$ cat src/rtl/pc_gen.sv
// pc_gen: fetch-stage program counter with trap/branch redirects, optional
// 16-bit instruction steps and a small circular return-address stack.
module pc_gen #(
  parameter int              XLEN      = 32,
  parameter logic [XLEN-1:0] RESET_VEC = {XLEN{1'b0}},
  parameter int              RAS_DEPTH = 4,
  parameter bit              C_EXT     = 1'b0
) (
  input  logic            clk,
  input  logic            rst,
  input  logic            stall,
  output logic            fetch_valid,
  input  logic            fetch_ready,
  output logic [XLEN-1:0] pc,
  input  logic            is_c,
  input  logic            redir_valid,
  input  logic            redir_rel,
  input  logic [XLEN-1:0] redir_addr,
  input  logic            trap_valid,
  input  logic [XLEN-1:0] trap_vec,
  input  logic            call_push,
  input  logic            ret_pop,
  output logic            misalign,
  output logic [XLEN-1:0] misalign_addr
);

  localparam int PW = $clog2(RAS_DEPTH);
  localparam int CW = $clog2(RAS_DEPTH + 1);
  localparam logic [XLEN-1:0] ALIGN_MASK = C_EXT ? {{(XLEN-1){1'b1}}, 1'b0}
                                                 : {{(XLEN-2){1'b1}}, 2'b00};

  function automatic logic is_aligned(input logic [XLEN-1:0] addr);
    return (addr & ~ALIGN_MASK) == {XLEN{1'b0}};
  endfunction

  logic [XLEN-1:0] pc_r;
  logic            started_r;
  logic [XLEN-1:0] ras_r [RAS_DEPTH];
  logic [PW-1:0]   ptr_r;
  logic [CW-1:0]   cnt_r;
  logic            misalign_r;
  logic [XLEN-1:0] misalign_addr_r;

  logic            accept_s;
  logic [XLEN-1:0] step_s;
  logic [XLEN-1:0] seq_s;
  logic [XLEN-1:0] tgt_s;
  logic [PW-1:0]   top_idx_s;
  logic            pop_hit_s;
  logic [XLEN-1:0] pc_nxt_s;
  logic [PW-1:0]   ptr_nxt_s;
  logic [CW-1:0]   cnt_nxt_s;
  logic            ras_we_s;
  logic [PW-1:0]   ras_widx_s;
  logic            mis_nxt_s;
  logic [XLEN-1:0] mis_addr_nxt_s;

  assign fetch_valid   = started_r & ~stall;
  assign pc            = pc_r;
  assign misalign      = misalign_r;
  assign misalign_addr = misalign_addr_r;

  assign accept_s  = fetch_valid & fetch_ready;
  assign step_s    = (C_EXT && is_c) ? XLEN'(2) : XLEN'(4);
  assign seq_s     = pc_r + step_s;
  assign tgt_s     = redir_rel ? (pc_r + redir_addr) : redir_addr;
  // ptr_r names the next free slot, so the top sits one below it.
  assign top_idx_s = ptr_r - PW'(1);
  assign pop_hit_s = ret_pop && (cnt_r != {CW{1'b0}});

  // Next-state selection in priority order: trap, redirect, stall, accept.
  always_comb begin
    pc_nxt_s       = pc_r;
    ptr_nxt_s      = ptr_r;
    cnt_nxt_s      = cnt_r;
    ras_we_s       = 1'b0;
    ras_widx_s     = ptr_r;
    mis_nxt_s      = 1'b0;
    mis_addr_nxt_s = misalign_addr_r;
    if (trap_valid) begin
      pc_nxt_s = trap_vec & ALIGN_MASK;
    end else if (redir_valid) begin
      if (is_aligned(tgt_s)) begin
        pc_nxt_s = tgt_s;
      end else begin
        mis_nxt_s      = 1'b1;
        mis_addr_nxt_s = tgt_s;
      end
    end else if (stall) begin
      pc_nxt_s = pc_r;
    end else if (accept_s) begin
      pc_nxt_s = pop_hit_s ? ras_r[top_idx_s] : seq_s;
      // A call+return pair on a live stack swaps the top in place.
      if (call_push && pop_hit_s) begin
        ras_we_s   = 1'b1;
        ras_widx_s = top_idx_s;
      end else if (call_push) begin
        ras_we_s  = 1'b1;
        ptr_nxt_s = ptr_r + PW'(1);
        cnt_nxt_s = (cnt_r == CW'(RAS_DEPTH)) ? cnt_r : cnt_r + CW'(1);
      end else if (pop_hit_s) begin
        ptr_nxt_s = top_idx_s;
        cnt_nxt_s = cnt_r - CW'(1);
      end else begin
        ras_we_s = 1'b0;
      end
    end else begin
      pc_nxt_s = pc_r;
    end
  end

  // Architectural PC, stack bookkeeping and misalign reporting.
  always_ff @(posedge clk) begin
    if (rst) begin
      pc_r            <= RESET_VEC;
      started_r       <= 1'b0;
      ptr_r           <= {PW{1'b0}};
      cnt_r           <= {CW{1'b0}};
      misalign_r      <= 1'b0;
      misalign_addr_r <= {XLEN{1'b0}};
    end else begin
      pc_r            <= pc_nxt_s;
      started_r       <= 1'b1;
      ptr_r           <= ptr_nxt_s;
      cnt_r           <= cnt_nxt_s;
      misalign_r      <= mis_nxt_s;
      misalign_addr_r <= mis_addr_nxt_s;
    end
  end

  // Return-address storage; the fall-through address is always seq_s.
  always_ff @(posedge clk) begin
    if (rst) begin
      for (int i = 0; i < RAS_DEPTH; i++) begin
        ras_r[i] <= {XLEN{1'b0}};
      end
    end else if (ras_we_s) begin
      ras_r[ras_widx_s] <= seq_s;
    end
  end

endmodule

$ cat config.mk
export PLATFORM = sky130hd
export DESIGN_NAME = pc_gen
export DESIGN_NICKNAME = d
export VERILOG_FILES = /design/src/rtl/pc_gen.sv
export SDC_FILE = /design/constraint.sdc
export NUM_CORES = 1
export LEC_CHECK = 0
export ABC_AREA = 1
export CORE_MARGIN = 4
export CORE_UTILIZATION = 55
export CTS_CLUSTER_SIZE = 20
export DETAILED_ROUTE_END_ITERATION = 10
export GPL_ROUTABILITY_DRIVEN = 0
export PLACE_DENSITY = 0.88
export RECOVER_POWER = 25
export SLEW_MARGIN = 25
export SYNTH_ARGS = -nofsm -noshare
export SYNTH_HDL_FRONTEND = slang
export SYNTH_SLANG_ARGS = --single-unit
$ cat constraint.sdc
create_clock -name clk -period 4.47 [get_ports clk]
set_input_delay 0.6705 -clock clk [delete_from_list [all_inputs] [get_ports clk]]
set_output_delay 0.6705 -clock clk [all_outputs]
set_load 0.1 [all_outputs]
==> impl_metrics.json <==
{
  "p_seq_share_pct": 42.9,
  "net_sw_power_mw": 1.82,
  "die-area_um2": 25000,
  "finalWorstPathRequiredPeriod_ns": 3.69,
  "max-vdd-ir-drop_mv": 0.271,
  "max_cap_violations": 1,
  "clock_tree.buffer_depth": 2,
  "setup.worst_path.start": "trap_valid",
  "detailroute.wirelength.met3_um": 4230,
  "hold_path.startpoint": "cnt_r[2]$_SDFFE_PP0P_",
  "synth.cells.most_frequent": "sky130_fd_sc_hd__nand2_1 (547), sky130_fd_sc_hd__nor2_1 (283), sky130_fd_sc_hd__inv_1 (220)",
  "drt.antenna.violating_nets": 0,
  "drc_errors": 0,
  "core_region_area_um2": 22000,
  "count_of_placed_standard_cells_including_taps": 2114,
  "root_buffer": "sky130_fd_sc_hd__clkbuf_16",
  "synth.avg_cell_area_um2": 7.11,
  "post_synthesis_net_count": 1851,
  "fin_setup_tns_ns": 0,
  "grt_pass1_vias": 11559,
  "placed_area_um2": 14000,
  "floorplan.rows": 54,
  "setup_repair_after_global_routing_missed_its_margin": "false",
  "violated_checks": "capacitance limit, slew limit",
  "port_buffers": 136,
  "path_max_fanout": 32,
  "hold_path.class": "flip-flop to flip-flop",
  "htreeDepth": 4,
  "gr-usage-all-layers_pct": 29.7,
  "clk_pin_slew_worst_paths_ns": 0.07,
  "stdcell_area_um2": 14500,
  "antennaDiodeCount": 0,
  "ports_placed_on_the_boundary": 140,
  "grt_pass1_wl_um": 58500,
  "detail_route.wirelength.met1_um": 14700,
  "cp_data_required_time_ns": 4.55,
  "layout.core_utilization_pct": 65.8,
  "post_synth_inst_count": 1743,
  "yosys_most_used_dff": "sky130_fd_sc_hd__edfxtp_1",
  "max_freq_mhz": 271,
  "cts_tree": "built",
  "grt_max_degree": 49,
  "max_slew.worst_pin.slew_ns": 2.15,
  "die_h_um": 158,
  "finish.cell_count_without_fillers": 2146,
  "number_of_post_cts_setup_repair_buffers": 0,
  "synth.top_cell.area_share_pct": 31.0,
  "relSlewSlack_pct": -43.1,
  "cts_sinks": 199,
  "final_max_slew_viol_count": 35,
  "critical_path.endpoint_type": "flip-flop",
  "via_per_inst": 5.74,
  "yosysTopAreaCell": "sky130_fd_sc_hd__edfxtp_1",
  "clock_power_share_pct": 30.4,
  "netSwitchingFraction_pct": 36.6,
  "combPwrFrac_pct": 26.7,
  "final-setup-viol-count": 0,
  "routedWlPerCell_um": 17.6,
  "yosys.cell_types.count": 47,
  "detailroute.wirelength.met2_um": 17500,
  "ys_top_cells_by_area": "sky130_fd_sc_hd__edfxtp_1 (31%), sky130_fd_sc_hd__nand2_1 (17%), sky130_fd_sc_hd__dfxtp_1 (11%)",
  "first_pass_iteration_count_of_the_detailed_router": 8,
  "clock_insertion_delay_worst_skew_ns": 0.45,
  "globalRouteOverflowTotal": 0,
  "final.setup.worst_slack_ns": 0.782,
  "postSynth.asyncResetShare_pct": 0,
  "dpl.hpwl_um": 26600,
  "p_int_mw": 3.15,
  "detailedRoute.firstIterationViolations": 1735,
  "dr.max_layer_used": "met4",
  "numCtsBuffers": 17,
  "cts_repair_resize_count": 0,
  "post_synth_edffs": 128,
  "route.vias.total": 12323,
  "timing.final.crit_share_pct": 82.5,
  "yosys_warnings": 0,
  "num-nets-final": 1961,
  "finalHoldViolations": 0,
  "total_power_mw": 4.98,
  "clock-skew-final_ns": 0.0114,
  "initial_antenna_violation_count": 1,
  "path_class": "input pin to flip-flop",
  "postSynthRegisterBits": 199,
  "startpoint_type": "input pin",
  "fill_cells": 1814,
  "die_w_um": 158,
  "flow.area_growth_from_synthesis_pct": 16.9,
  "synth_most_common_cell": "sky130_fd_sc_hd__nand2_1",
  "post_cts_hold_buffer_count": 0,
  "outcome": "finished, violations left",
  "syn-cell-area_um2": 12400,
  "whs_ns": 0.489,
  "aggregate_routed_wire_length_um": 37900,
  "layout-drive-gt1-share_pct": 4.50,
  "portion_of_the_post_synthesis_area_used_by_sequential_elements_pct": 42.5,
  "pwr_density_cell_nw_per_um2": 343,
  "crit_arrival_ns": 3.77,
  "start_util_pct": 56.3,
  "post-place-ws_ns": 0.892,
  "p_leak_nw": 6.49
}
==> flip-flops by register name, indices dropped and copies added, names as in the netlist, named ones only <==
register	cells
ras_r	128
misalign_addr	32
pc	30
cnt_r	3
ptr_r	2
misalign	1
started_r	1
==> worst max-delay path, stage by stage <==
cell and delay [ns]:
sky130_fd_sc_hd__clkdlybuf4s50_1 0.40, sky130_fd_sc_hd__clkbuf_1 0.42, sky130_fd_sc_hd__nor2_2 0.19, sky130_fd_sc_hd__inv_1 0.08, sky130_fd_sc_hd__nor2_1 0.41, sky130_fd_sc_hd__clkinv_1 0.16, sky130_fd_sc_hd__nor2_1 0.18, sky130_fd_sc_hd__inv_1 0.10
sky130_fd_sc_hd__nor2_4 0.10, sky130_fd_sc_hd__inv_1 0.09, sky130_fd_sc_hd__a211oi_4 0.34, sky130_fd_sc_hd__nand2_4 0.07, sky130_fd_sc_hd__nand2_1 0.07, sky130_fd_sc_hd__buf_4 0.48
==> layer usage <==
metal  vias to the layer above  global-route usage [%]
met5                         -                       0
met4                         0                    11.3
met3                       125                    5.33
met2                       858                    48.4
met1                      5538                    39.6
li1                       5802                       -
==> power groups by stage <==
stage | clock (mW) | combinational [mW] | sequential [mW]
floorplan | 0 | 0.589 | 2.51
global placement | 0 | 1.28 | 2.17
detailed placement | 0 | 1.31 | 2.17
CTS | 1.50 | 1.32 | 2.13
global route | 1.58 | 1.42 | 2.14
finish | 1.51 | 1.33 | 2.13
==> area by class of cell <==
type	count	area [um2]	share of cell area (%)
inverters	228	856	5.90
multi-input cells	1251	5950	41.1
clock buffers	18	429	2.96
flip-flops and latches	199	5270	36.3
repair buffers	156	1500	10.4
clock inverters	14	136	0.941
well taps	280	350	2.42
==> path summary, 6_finish.rpt <==
check / slack (ns) / endpoint / cells after the start
setup / recovery: 0.78 / ras_r[0][18]$_SDFFCE_PN0P_ / 14
hold / removal: 0.49 / cnt_r[2]$_SDFFE_PP0P_ / 1
setup reg to reg: 1.43 / pc[29]$_SDFFE_PP0P_ / 11
hold reg to reg: 0.49 / cnt_r[2]$_SDFFE_PP0P_ / 1
==> cells in the final DEF, fill, tap and decap left out, drive strengths merged, types with 6 or more instances in the layout <==
cell,synthesis,final
nand2,552,552
nor2,290,290
inv,226,231
edfxtp,128,128
clkdlybuf4s50,0,107
a21oi,77,77
nand3,76,76
dfxtp,71,71
o21ai,38,38
ha,32,32
nor3,28,28
dlygate4sd3,0,28
clkbuf,42,23
nand4,22,22
a22oi,22,22
o211ai,22,22
or2,19,19
xor2,16,16
xnor2,16,16
buf,23,16
clkinv,2,8
o221ai,6,6
==> logic make-up (layout without fill, tap and decap cells) <==
group / count (synthesis) / in the layout / synth area share [%]
multiplexers: 1 / 1 / 0.0808
AO/OA/AOI/OAI: 185 / 185 / 9.10
adder cells (fa/ha/maj): 34 / 34 / 3.55
flip-flops: 199 / 199 / 42.5
buffers and inverters: 293 / 416 / 9.59
XOR/XNOR: 32 / 32 / 2.26
AND/OR/NAND/NOR: 999 / 999 / 32.9
(Power assumes the default switching activity.)
